File: config.mk
export PLATFORM = sky130hd
export DESIGN_NAME = fpnew_cast_result_buffer
export DESIGN_NICKNAME = d
export VERILOG_FILES = /design/src/rtl/fpnew_pkg.sv /design/src/rtl/fpnew_cast_result_buffer.sv
export SDC_FILE = /design/constraint.sdc
export NUM_CORES = 1
export LEC_CHECK = 0
export ABC_CLOCK_PERIOD_IN_PS = 3500
export CAP_MARGIN = 0
export CORE_UTILIZATION = 35
export CTS_CLUSTER_SIZE = 28
export DETAILED_ROUTE_END_ITERATION = 6
export HOLD_SLACK_MARGIN = 0.1
export SYNTH_ARGS = -nofsm -noshare
export SYNTH_HDL_FRONTEND = slang
export SYNTH_SLANG_ARGS = --single-unit
File: constraint.sdc
create_clock -name clk_i -period 3.5 [get_ports clk_i]
set_clock_uncertainty 0.05 [all_clocks]
set_input_delay 0.7 -clock clk_i [delete_from_list [all_inputs] [get_ports clk_i]]
set_output_delay 0.7 -clock clk_i [all_outputs]
set_load 0.03 [all_outputs]
File: src/rtl/fpnew_pkg.sv
// Shared FP types for the cast unit.
// Supplies status_t, the IEEE 754 exception flag set
// (invalid, divide-by-zero, overflow, underflow, inexact).
package fpnew_pkg;

    typedef struct packed {
        logic nv;  // invalid operation
        logic dz;  // divide by zero
        logic of;  // overflow
        logic uf;  // underflow
        logic nx;  // inexact
    } status_t;

endpackage

File: src/rtl/fpnew_cast_result_buffer.sv
// Elastic output buffer at the consumer end of the cast pipeline.
// Stores {result, status, extension bit, tag, aux} in a small circular FIFO
// and presents the entries in order downstream. Upstream ready depends only
// on the fill state, so the ready chain back through the pipeline is cut here.
//
// Ports:
//   clk_i, rst_ni              clock, asynchronous active-low reset
//   result_i .. aux_i          incoming entry fields
//   in_valid_i / in_ready_o    upstream handshake
//   flush_i                    synchronous flush (drops everything held and the input)
//   result_o .. aux_o          head entry fields
//   out_valid_o / out_ready_i  downstream handshake
//   usage_o                    number of entries held
//   busy_o                     entries held or input pending
module fpnew_cast_result_buffer
    import fpnew_pkg::*;
#(
    parameter int unsigned Width       = 64,
    parameter int unsigned Depth       = 2,
    parameter bit          FallThrough = 1'b0,
    parameter type         TagType     = logic,
    parameter type         AuxType     = logic
) (
    input  logic                       clk_i,
    input  logic                       rst_ni,
    input  logic [Width-1:0]           result_i,
    input  status_t                    status_i,
    input  logic                       extension_bit_i,
    input  TagType                     tag_i,
    input  AuxType                     aux_i,
    input  logic                       in_valid_i,
    output logic                       in_ready_o,
    input  logic                       flush_i,
    output logic [Width-1:0]           result_o,
    output status_t                    status_o,
    output logic                       extension_bit_o,
    output TagType                     tag_o,
    output AuxType                     aux_o,
    output logic                       out_valid_o,
    input  logic                       out_ready_i,
    output logic [$clog2(Depth+1)-1:0] usage_o,
    output logic                       busy_o
);

    localparam int unsigned PtrW = (Depth > 1) ? $clog2(Depth) : 1;
    localparam int unsigned CntW = $clog2(Depth+1);
    localparam logic [PtrW-1:0] LastPtr  = PtrW'(Depth-1);
    localparam logic [CntW-1:0] DepthCnt = CntW'(Depth);

    typedef struct packed {
        logic [Width-1:0] result;
        status_t          status;
        logic             extension_bit;
        TagType           tag;
        AuxType           aux;
    } entry_t;

    entry_t             mem_reg [Depth];
    logic [PtrW-1:0]    write_ptr_reg, write_ptr_next;
    logic [PtrW-1:0]    read_ptr_reg,  read_ptr_next;
    logic [CntW-1:0]    count_reg,     count_next;

    entry_t in_entry;
    entry_t head_entry;
    logic   empty;
    logic   bypass_active;  // fall-through path selected this cycle
    logic   push, pop;
    logic   bypass_pop;     // entry consumed straight from the input, never stored
    logic   store;          // entry actually written into storage
    logic   drop;           // stored head entry removed

    assign in_entry = '{result:        result_i,
                        status:        status_i,
                        extension_bit: extension_bit_i,
                        tag:           tag_i,
                        aux:           aux_i};

    assign empty         = (count_reg == '0);
    assign bypass_active = FallThrough && empty;

    // Ready is a function of fill state only; a pop in the same cycle does not
    // free a slot for a push into a full buffer.
    assign in_ready_o  = (count_reg != DepthCnt) | flush_i;
    assign out_valid_o = bypass_active ? (in_valid_i & ~flush_i) : (~empty & ~flush_i);

    assign head_entry = bypass_active ? in_entry : mem_reg[read_ptr_reg];

    assign push       = in_valid_i & in_ready_o;
    assign pop        = out_valid_o & out_ready_i;
    assign bypass_pop = bypass_active & pop;
    // A flushed input is accepted but discarded, so it is never written.
    assign store      = push & ~bypass_pop & ~flush_i;
    assign drop       = pop & ~bypass_pop;

    always_comb begin
        write_ptr_next = write_ptr_reg;
        read_ptr_next  = read_ptr_reg;
        count_next     = count_reg;
        if (flush_i) begin
            write_ptr_next = '0;
            read_ptr_next  = '0;
            count_next     = '0;
        end else begin
            // Explicit wrap compare so non-power-of-two depths work.
            if (store) begin
                write_ptr_next = (write_ptr_reg == LastPtr) ? '0 : write_ptr_reg + 1'b1;
            end
            if (drop) begin
                read_ptr_next = (read_ptr_reg == LastPtr) ? '0 : read_ptr_reg + 1'b1;
            end
            if (store && !drop) begin
                count_next = count_reg + 1'b1;
            end else if (drop && !store) begin
                count_next = count_reg - 1'b1;
            end
        end
    end

    always_ff @(posedge clk_i or negedge rst_ni) begin
        if (!rst_ni) begin
            write_ptr_reg <= '0;
            read_ptr_reg  <= '0;
            count_reg     <= '0;
        end else begin
            write_ptr_reg <= write_ptr_next;
            read_ptr_reg  <= read_ptr_next;
            count_reg     <= count_next;
        end
    end

    genvar gi;
    generate
        for (gi = 0; gi < Depth; gi++) begin : g_entry
            always_ff @(posedge clk_i or negedge rst_ni) begin
                if (!rst_ni) begin
                    mem_reg[gi] <= '0;
                end else if (store && (write_ptr_reg == PtrW'(gi))) begin
                    mem_reg[gi] <= in_entry;
                end
            end
        end
    endgenerate

    assign result_o        = head_entry.result;
    assign status_o        = head_entry.status;
    assign extension_bit_o = head_entry.extension_bit;
    assign tag_o           = head_entry.tag;
    assign aux_o           = head_entry.aux;

    assign usage_o = count_reg;
    assign busy_o  = ~empty | in_valid_i;

endmodule

== After elaboration in Yosys (flattened, before gate mapping) ==
Index checks and enable logic that the tools add are counted.
Word-level totals
  flip-flop bits (word level): 148
  logic and storage cells: 59
Operators by class
  add/sub/neg operators: 4
  magnitude comparators: 1
  eq/ne operators: 1
  mux-type cells: 12
  bitwise operators: 10
  reduce and logical (&&, ||, !) cells: 10
Operators by type and width (number)
  $mux 72: 3
  $mux 1: 6
  $mux 2: 3
  $and 1x1->1: 4
  $logic_and 1x1->1: 4
  $reduce_bool 2->1: 2
  $not 1->1: 3
  $reduce_bool 3->1: 1
  $add 1x1->1 const B: 2
  $add 2x1->2 const B: 1
  $ge 2x2->1 const B: 1
  $logic_not 1->1: 2
  $logic_not 2->1: 1
  $ne 2x2->1 const B: 1
  $not 1->2: 1
  $or 1x1->1: 2
  $sub 2x1->2 const B: 1

== Depth between registers and ports, before layout ==
Gate-level depths: netlist of run 1.
  depth after elaboration: 9
  mapped depth: 6
  mapped depth without buffers: 3

== Least setup slack after synthesis of run 1 ==
OpenSTA, ideal clock, no wires.
  path kind: input port to output port
  from: input in_valid_i
  to: output busy_o
  arrival: 1.355 ns
  required time: 2.750 ns
  setup slack: 1.395 ns
  stages: 2
  cell sequence: clkbuf_2 -> or3_2
Between the ends
  cells in the longest elaborated chain, start to end: 1
Ends and longest elaborated chain
  from (decl): RTL line fpnew_cast_result_buffer.sv:31  | input logic in_valid_i,
  $or 1x1->1: RTL line fpnew_cast_result_buffer.sv:151  | assign busy_o = ~empty | in_valid_i;
  to (decl): RTL line fpnew_cast_result_buffer.sv:42  | output logic busy_o
Every way passes these cells.

== Worst setup path in the final report of run 1 ==
  from: register read_ptr_reg
  to: output result_o[14]
Between the ends
  cells in the longest elaborated chain, start to end: 4
Ends and longest elaborated chain
  from (decl): RTL line fpnew_cast_result_buffer.sv:60  | logic [PtrW-1:0] read_ptr_reg, read_ptr_next;
  from (signal assigned): RTL line fpnew_cast_result_buffer.sv:126  | read_ptr_reg <= read_ptr_next;
  $not 1->2 (implied by the code): RTL line fpnew_cast_result_buffer.sv:86  | assign head_entry = bypass_active ? in_entry : mem_reg[read_ptr_reg];
  $mux 72 (implied by the code) (3 in series): RTL line fpnew_cast_result_buffer.sv:86
  to (decl): RTL line fpnew_cast_result_buffer.sv:34  | output logic [Width-1:0] result_o,
Every way passes these cells. The select of a mux whose other input is x is not followed.

==> impl_metrics.tcl, run 1 <==
set metrics [dict create \
    drc 0 \
    fmax_mhz 322 \
    first_pass_iters 4 \
    synth_top_area_cell "dfrtp_1" \
    die-area_um2 21100 \
    path_max_fanout 27 \
    timing.rr.end "mem_reg[73]" \
    dp_cells 818 \
    start_util 0.357 \
    leakage_nw 4.25 \
    postLayoutCoreUtil 0.471 \
    drv_slew 0 \
    drv_cap 0 \
    ys_async_sr_fraction 1.00 \
    detail_route.vias_per_cell 4.64 \
    num_vias 3948 \
    timing_worst_setup_path_type "reg -> out" \
    grt_overflow 0 \
    period_share 0.888 \
    max_stage_delay_ns 0.68 \
    post_cts_buffers 0 \
    crit_chain "buf_12 -> mux2_2 -> clkdlybuf4s50_1" \
    reg2reg_slack_ns 1.52 \
    postCtsHoldBufs 0 \
    syn_area_um2 7190 \
    synthFlopType "dfrtp_1" \
    htree_levels 4 \
    gp_congestion 0.750 \
    yosysTopAreaCellShare 0.515 \
    io_buffers 153 \
    cp-start-kind "flip-flop" \
    required_ns 2.75 \
    min_path_type "in -> async" \
    worst_slew_pin_slew_ns 0.818 \
    antenna_found_initial 0 \
    wl_mm 15.1 \
    clkTransAtPathRegs_ns 0.07 \
    fin_nets 644 \
    core_um2 20200 \
    cts_buffer_depth 2 \
    cts_tree "yes" \
    detailed_place_hpwl_mm 9.51 \
    fin_ws_ns 0.393 \
    cts_root_buf "clkbuf_16" \
    grt_pass1_vias 4606 \
    design_area_um2 9500 \
    arrival_ns 2.36 \
    yosysWarnings 0 \
    max_slew_margin 0.455 \
    wl_per_cell_um 17.7 \
    area_growth_syn_to_layout_pct 32.1 \
    die_width_um 145 \
    setup_viol 0 \
    cts_resized 0 \
    core.rowCount 52 \
    grt_usage 0.152 \
    numCtsBuffers 17 \
    pre_cts_slack_ns 0.449 \
    drtIter0Drc 131 \
    netlist_top_cells_count "dfrtp_1 (148), mux2_4 (139), mux2_2 (77)" \
    layout.cells.non_filler 850 \
    grt_first_pass_wirelength_mm 25.3 \
    syn_inst 414 \
    finalCriticalPeriod_ns 3.11 \
    largest_register_ff_count 144 \
    finalHoldViolCount 0 \
    synthTopCellsByArea "dfrtp_1 (51%), mux2_4 (29%), mux2_2 (12%), buf_12 (4.2%), buf_2 (0.49%)" \
    synth_most_common_cell "dfrtp_1" \
    ys_seq_area_frac 0.515 \
    crit_path_end_kind "output pin" \
    timing.rr.start "usage_o[1]" \
    die_h_um 145 \
    io_pins 154 \
    rsz0062_at_grt "false" \
    synth_edf_count 0 \
    syn_avg_cell_area_um2 17.4 \
    cts_sinks 148 \
    antenna_cells 0 \
    p_per_area_nw_per_um2 692 \
    ant_nets 0 \
    status "complete, no violations" \
    reg2reg_depth 4 \
    synth_nets 491 \
    clock_latency_ns 0.41 \
    grt_max_degree 88 \
    drive_gt1_frac 0.447 \
    vdd_drop_max_mv 0.336 \
    fin_tns_setup_ns 0 \
    ys_seq_elements 148 \
    slowest_stage "dfrtp_4" \
    synth_cell_type_count 26 \
    post_dp_cell_area_um2 8830 \
]
layout make-up:
| cell class | instances | area, um2 |
|---|---|---|
| clock buffers | 20 | 447 |
| flip-flops and latches | 148 | 3710 |
| multi-input cells | 238 | 3110 |
| well taps | 270 | 338 |
| clock inverters | 12 | 226 |
| fillers | 1740 | 10700 |
| inverters | 2 | 7.51 |
| repair buffers | 160 | 1660 |
critical path, delay by kind of cell (launching register included):
| kind | cells | cell delay (ns) |
|---|---|---|
| muxes | 1 | 0.38 |
| DFF | 1 | 0.68 |
| buffers and inverters | 2 | 0.85 |
worst max path at each step:
stage / start / end / slack [ns]
after floorplan: in_valid_i / busy_o / 1.39
after global placement: in_valid_i / busy_o / 0.46
after detailed placement: in_valid_i / busy_o / 0.45
after CTS: read_ptr_reg / status_o[1] / 0.35
after global routing: read_ptr_reg / result_o[23] / 0.31
final: read_ptr_reg / result_o[14] / 0.39
layout by cell type, fill, tap and decap left out, drive strengths merged:
master,netlist,layout
a21oi,2,2
nand4b,1,1
and4bb,1,1
clkinvlp,0,2
a211oi,1,1
clkdlybuf4s50,0,152
nor2b,1,1
nand3,1,1
or3,1,1
a31oi,1,1
inv,2,3
or2,1,1
a22oi,1,1
o21ai,2,2
xor2,1,1
nor2,4,4
clkinv,0,3
clkbuf,2,20
bufinv,0,6
nand2,1,1
nor4b,1,1
nand2b,1,1
buf,24,8
dfrtp,148,148
mux2,216,216
or2b,1,1
where the power goes:
part | switching (W) | internal, W
combinational | 0.000876 | 0.00122
sequential | 0.000251 | 0.00215
clock | 0.000719 | 0.00136
metal layers:
| layer | wire length [um] | up-vias | track usage |
|---|---|---|---|
| li1 | - | 1787 | - |
| met1 | 6850 | 2051 | 0.195 |
| met2 | 7100 | 100 | 0.243 |
| met3 | 993 | 10 | 0.0567 |
| met4 | 129 | 0 | 0.0379 |
| met5 | 0 | - | 0 |
kinds of logic (layout without fill, tap and decap cells):
family | Yosys count | in the layout | share of synthesized area
simple gates | 14 | 14 | 0.0153
compound gates | 7 | 7 | 0.00574
xor+xnor | 1 | 1 | 0.00122
mux | 216 | 216 | 0.411
flops | 148 | 148 | 0.515
buf+inv | 28 | 194 | 0.0520
through the flow:
step / hold WS, ns / power [W]
finish: 0.287 / 0.00657
global route: 0.343 / 0.00689
CTS: 0.318 / 0.00667
detailed placement: 0.438 / 0.00452
global placement: 0.432 / 0.00446
floorplan: 0.354 / 0.00382
Note: power is estimated with default switching activity, not from simulation.
==> run 2: changes to the inputs <==
--- a/config.mk
+++ b/config.mk
@@ -11,6 +11,7 @@
 export CTS_CLUSTER_SIZE = 28
 export DETAILED_ROUTE_END_ITERATION = 6
 export HOLD_SLACK_MARGIN = 0.1
+export MAX_ROUTING_LAYER = met4
 export SYNTH_ARGS = -nofsm -noshare
 export SYNTH_HDL_FRONTEND = slang
 export SYNTH_SLANG_ARGS = --single-unit
==> impl_metrics.tcl, run 2 (synthesis results as in run 1) <==
set metrics [dict create \
    numCtsBuffers 17 \
    min_path_type "in -> async" \
    p_per_area_nw_per_um2 692 \
    grt_overflow 0 \
    arrival_ns 2.35 \
    largest_register_ff_count 144 \
    max_slew_margin 0.456 \
    reg2reg_depth 4 \
    p_seq_frac 0.366 \
    timing_worst_setup_path_type "reg -> out" \
    die-area_um2 21100 \
    final_common_cell "clkdlybuf4s50_1" \
    start_util 0.357 \
    timing.rr.end "mem_reg[73]" \
    ant_nets 0 \
    timing.rr.start "usage_o[1]" \
    power_w 0.00657 \
    worst_slew_pin_slew_ns 0.816 \
    grt_first_pass_wirelength_mm 25.3 \
    drc 0 \
    die_h_um 145 \
    period_share 0.887 \
    required_ns 2.75 \
    area_growth_syn_to_layout_pct 32.1 \
    finalHoldViolCount 0 \
    fmax_mhz 322 \
    reg2reg_slack_ns 1.53 \
    leakage_nw 4.25 \
    first_pass_iters 4 \
    slowest_stage "dfrtp_4" \
    antenna_cells 0 \
    clock_latency_ns 0.41 \
    grt_max_degree 88 \
    fin_tns_setup_ns 0 \
    wl_mm 15.0 \
    core_um2 20200 \
    path_max_fanout 27 \
    fin_nets 644 \
    postCtsHoldBufs 0 \
    die_width_um 145 \
    cts_tree "yes" \
    rsz0062_at_grt "false" \
    finalCriticalPeriod_ns 3.10 \
    grt_usage 0.157 \
    clkTransAtPathRegs_ns 0.06 \
    grt_pass1_vias 4602 \
    drv_slew 0 \
    vdd_drop_max_mv 0.336 \
    p_clk_frac 0.316 \
    cts_root_buf "clkbuf_16" \
    num_vias 3960 \
    detail_route.vias_per_cell 4.66 \
    drive_gt1_frac 0.447 \
    htree_levels 4 \
    pwr-share-comb 0.318 \
    antenna_found_initial 0 \
    max_stage_delay_ns 0.68 \
    cp-start-kind "flip-flop" \
    cts_resized 0 \
    io_pins 154 \
    status "complete, no violations" \
    crit_chain "buf_12 -> mux2_2 -> clkdlybuf4s50_1" \
    switchingPower_w 0.00184 \
    drtIter0Drc 170 \
    setup_viol 0 \
    detailed_place_hpwl_mm 9.51 \
    crit_path_end_kind "output pin" \
    layout_common_cells "clkdlybuf4s50_1 (152), dfrtp_1 (147), mux2_4 (139)" \
    cts_buffer_depth 2 \
    cts_sinks 148 \
    drv_cap 0 \
    p_int_w 0.00473 \
    gp_congestion 0.760 \
    core.rowCount 52 \
    swShare 0.281 \
    wl_per_cell_um 17.7 \
    post_cts_buffers 0 \
    io_buffers 153 \
]
==> run 2: cell counts in the layout (fill, tap and decap cells not counted) <==
No cell type changed its count.
==> run 2: worst max-delay path, delay by kind of cell (launching register included) <==
kind / cells / cell delay (ns)
buffers and inverters: 2 / 0.85
multiplexers: 1 / 0.38
flip-flops: 1 / 0.68
==> run 2: area by class of cell <==
class | instances | area, um2
Fill cell | 1740 | 10700
Tap cell | 270 | 338
Clock inverter | 12 | 226
Sequential cell | 148 | 3710
Clock buffer | 20 | 447
Timing Repair Buffer | 160 | 1660
Inverter | 2 | 7.51
Multi-Input combinational cell | 238 | 3110
==> run 2: power groups by stage <==
| stage | clock, W | combinational (W) | sequential, W |
|---|---|---|---|
| finish | 0.00208 | 0.00209 | 0.00240 |
| CTS | 0.00215 | 0.00212 | 0.00240 |
| detailed placement | 0 | 0.00210 | 0.00242 |
| floorplan | 0 | 0.00149 | 0.00233 |
| global placement | 0 | 0.00207 | 0.00239 |
| global route | 0.00224 | 0.00221 | 0.00246 |
==> run 2: through the flow <==
stage / cells / worst slack [ns] / instance area (um2) / utilization / hold slack (ns)
final: 850 / 0.397 / 9500 / 0.471 / 0.282
after global routing: 850 / 0.308 / 9500 / 0.471 / 0.341
after CTS: 850 / 0.352 / 9500 / 0.471 / 0.318
after detailed placement: 818 / 0.449 / 8830 / 0.438 / 0.438
after global placement: 818 / 0.463 / 8830 / 0.438 / 0.432
after floorplan: 414 / 1.39 / 7190 / - / 0.354
==> run 2: worst max path at each step <==
stage	from	endpoint	slack, ns	cells after the start
floorplan	in_valid_i	busy_o	1.39	2
global placement	in_valid_i	busy_o	0.46	3
detailed placement	in_valid_i	busy_o	0.45	3
CTS	read_ptr_reg	status_o[1]	0.35	3
global route	read_ptr_reg	result_o[23]	0.31	3
finish	read_ptr_reg	result_o[14]	0.40	3
==> run 2: layer usage <==
metal	wire length, um	GRT usage	share of wire	vias up
met5	0	-	0	-
met4	125	0.0379	0.0083	0
met3	881	0.0524	0.059	9
met2	7100	0.242	0.47	101
met1	6930	0.199	0.46	2062
li1	-	-	-	1788
==> run 3: changes to the inputs <==
--- a/config.mk
+++ b/config.mk
@@ -12,6 +12,9 @@
 export DETAILED_ROUTE_END_ITERATION = 6
 export HOLD_SLACK_MARGIN = 0.1
 export MAX_ROUTING_LAYER = met4
+export PLACE_DENSITY = 0.6
+export SKIP_CTS_REPAIR_TIMING = 1
+export SLEW_MARGIN = 40
 export SYNTH_ARGS = -nofsm -noshare
 export SYNTH_HDL_FRONTEND = slang
 export SYNTH_SLANG_ARGS = --single-unit
==> impl_metrics.tcl, run 3 (synthesis results as in run 1) <==
set metrics [dict create \
    status "complete, no violations" \
    reg2reg_depth 4 \
    wl_mm 15.1 \
    switchingPower_w 0.00184 \
    grt_first_pass_wirelength_mm 25.3 \
    min_path_type "in -> async" \
    setup_viol 0 \
    die_h_um 145 \
    largest_register_ff_count 144 \
    detail_route.vias_per_cell 4.67 \
    start_util 0.357 \
    die-area_um2 21100 \
    p_per_area_nw_per_um2 691 \
    fin_ws_ns 0.396 \
    fin_nets 644 \
    numCtsBuffers 17 \
    power_w 0.00657 \
    grt_pass1_vias 4602 \
    worst_slew_pin_slew_ns 0.719 \
    grt_overflow 0 \
    area_growth_syn_to_layout_pct 32.1 \
    cts_buffer_depth 2 \
    cts_sinks 148 \
    timing.rr.start "usage_o[1]" \
    detailed_place_hpwl_mm 9.51 \
    vdd_drop_max_mv 0.336 \
    p_seq_frac 0.366 \
    gp_congestion 0.760 \
    drc 0 \
    drv_cap 0 \
    crit_path_end_kind "output pin" \
    drtIter0Drc 158 \
    swShare 0.281 \
    layout_common_cells "clkdlybuf4s50_1 (152), dfrtp_1 (147), mux2_4 (139)" \
    max_slew_margin 0.521 \
    cp-start-kind "flip-flop" \
    period_share 0.887 \
    num_vias 3972 \
    fmax_mhz 322 \
    reg2reg_slack_ns 1.52 \
    core_um2 20200 \
    grt_max_degree 88 \
    grt_usage 0.157 \
    p_clk_frac 0.316 \
    antenna_found_initial 0 \
    cts_tree "yes" \
    leakage_nw 4.25 \
    pre_cts_slack_ns 0.449 \
    drv_slew 0 \
    ant_nets 0 \
    arrival_ns 2.35 \
    first_pass_iters 4 \
    timing_worst_setup_path_type "reg -> out" \
    final_common_cell "clkdlybuf4s50_1" \
    required_ns 2.75 \
    drive_gt1_frac 0.447 \
    clock_latency_ns 0.41 \
    rsz0062_at_grt "false" \
    antenna_cells 0 \
    path_max_fanout 27 \
    core.rowCount 52 \
    die_width_um 145 \
    io_buffers 153 \
    fin_tns_setup_ns 0 \
    finalHoldViolCount 0 \
    postLayoutCoreUtil 0.471 \
    io_pins 154 \
    finalCriticalPeriod_ns 3.10 \
    hold_slack_ns 0.277 \
    wl_per_cell_um 17.7 \
    clkTransAtPathRegs_ns 0.06 \
    p_int_w 0.00473 \
    htree_levels 4 \
    cts_root_buf "clkbuf_16" \
    fillCellCount 1741 \
    timing.rr.end "mem_reg[73]" \
    pwr-share-comb 0.318 \
]
## run 3: cell type report
type / count / area, um2 / area share
Clock buffer: 20 / 447 / 0.0470
Sequential cell: 148 / 3710 / 0.390
Tap cell: 270 / 338 / 0.0355
Clock inverter: 12 / 226 / 0.0238
Timing Repair Buffer: 160 / 1660 / 0.175
Multi-Input combinational cell: 238 / 3110 / 0.328
Inverter: 2 / 7.51 / 0.000790
## run 3: worst max-delay path, stage by stage, from the launching register on
cell	delay [ns]
dfrtp_4	0.68
buf_12	0.25
mux2_2	0.38
clkdlybuf4s50_1	0.60
## run 3: layer usage
metal / vias up / wire (um) / global-route usage
li1: 1787 / - / -
met1: 2073 / 6950 / 0.199
met2: 103 / 7130 / 0.242
met3: 9 / 878 / 0.0524
met4: 0 / 125 / 0.0379
met5: - / 0 / -
## run 3: power by group through the flow
stage | clock, W | combinational [W] | sequential (W)
3_3_place_gp | 0 | 0.00207 | 0.00239
6_report | 0.00208 | 0.00209 | 0.00240
4_1_cts | 0.00215 | 0.00212 | 0.00240
3_5_place_dp | 0 | 0.00210 | 0.00242
5_1_grt | 0.00224 | 0.00221 | 0.00246
2_1_floorplan | 0 | 0.00149 | 0.00233
## run 3: how the worst max path moves through the flow
stage / from / endpoint / slack, ns
4_1_cts: read_ptr_reg / status_o[1] / 0.35
6_report: read_ptr_reg / result_o[14] / 0.40
5_1_grt: read_ptr_reg / result_o[23] / 0.31
3_5_place_dp: in_valid_i / busy_o / 0.45
3_3_place_gp: in_valid_i / busy_o / 0.46
2_1_floorplan: in_valid_i / busy_o / 1.39
## run 3: metrics by stage
stage          std cells  instance area [um2]
2_1_floorplan        414                 7190
3_3_place_gp         818                 8830
3_5_place_dp         818                 8830
4_1_cts              850                 9500
5_1_grt              850                 9500
6_report             850                 9500
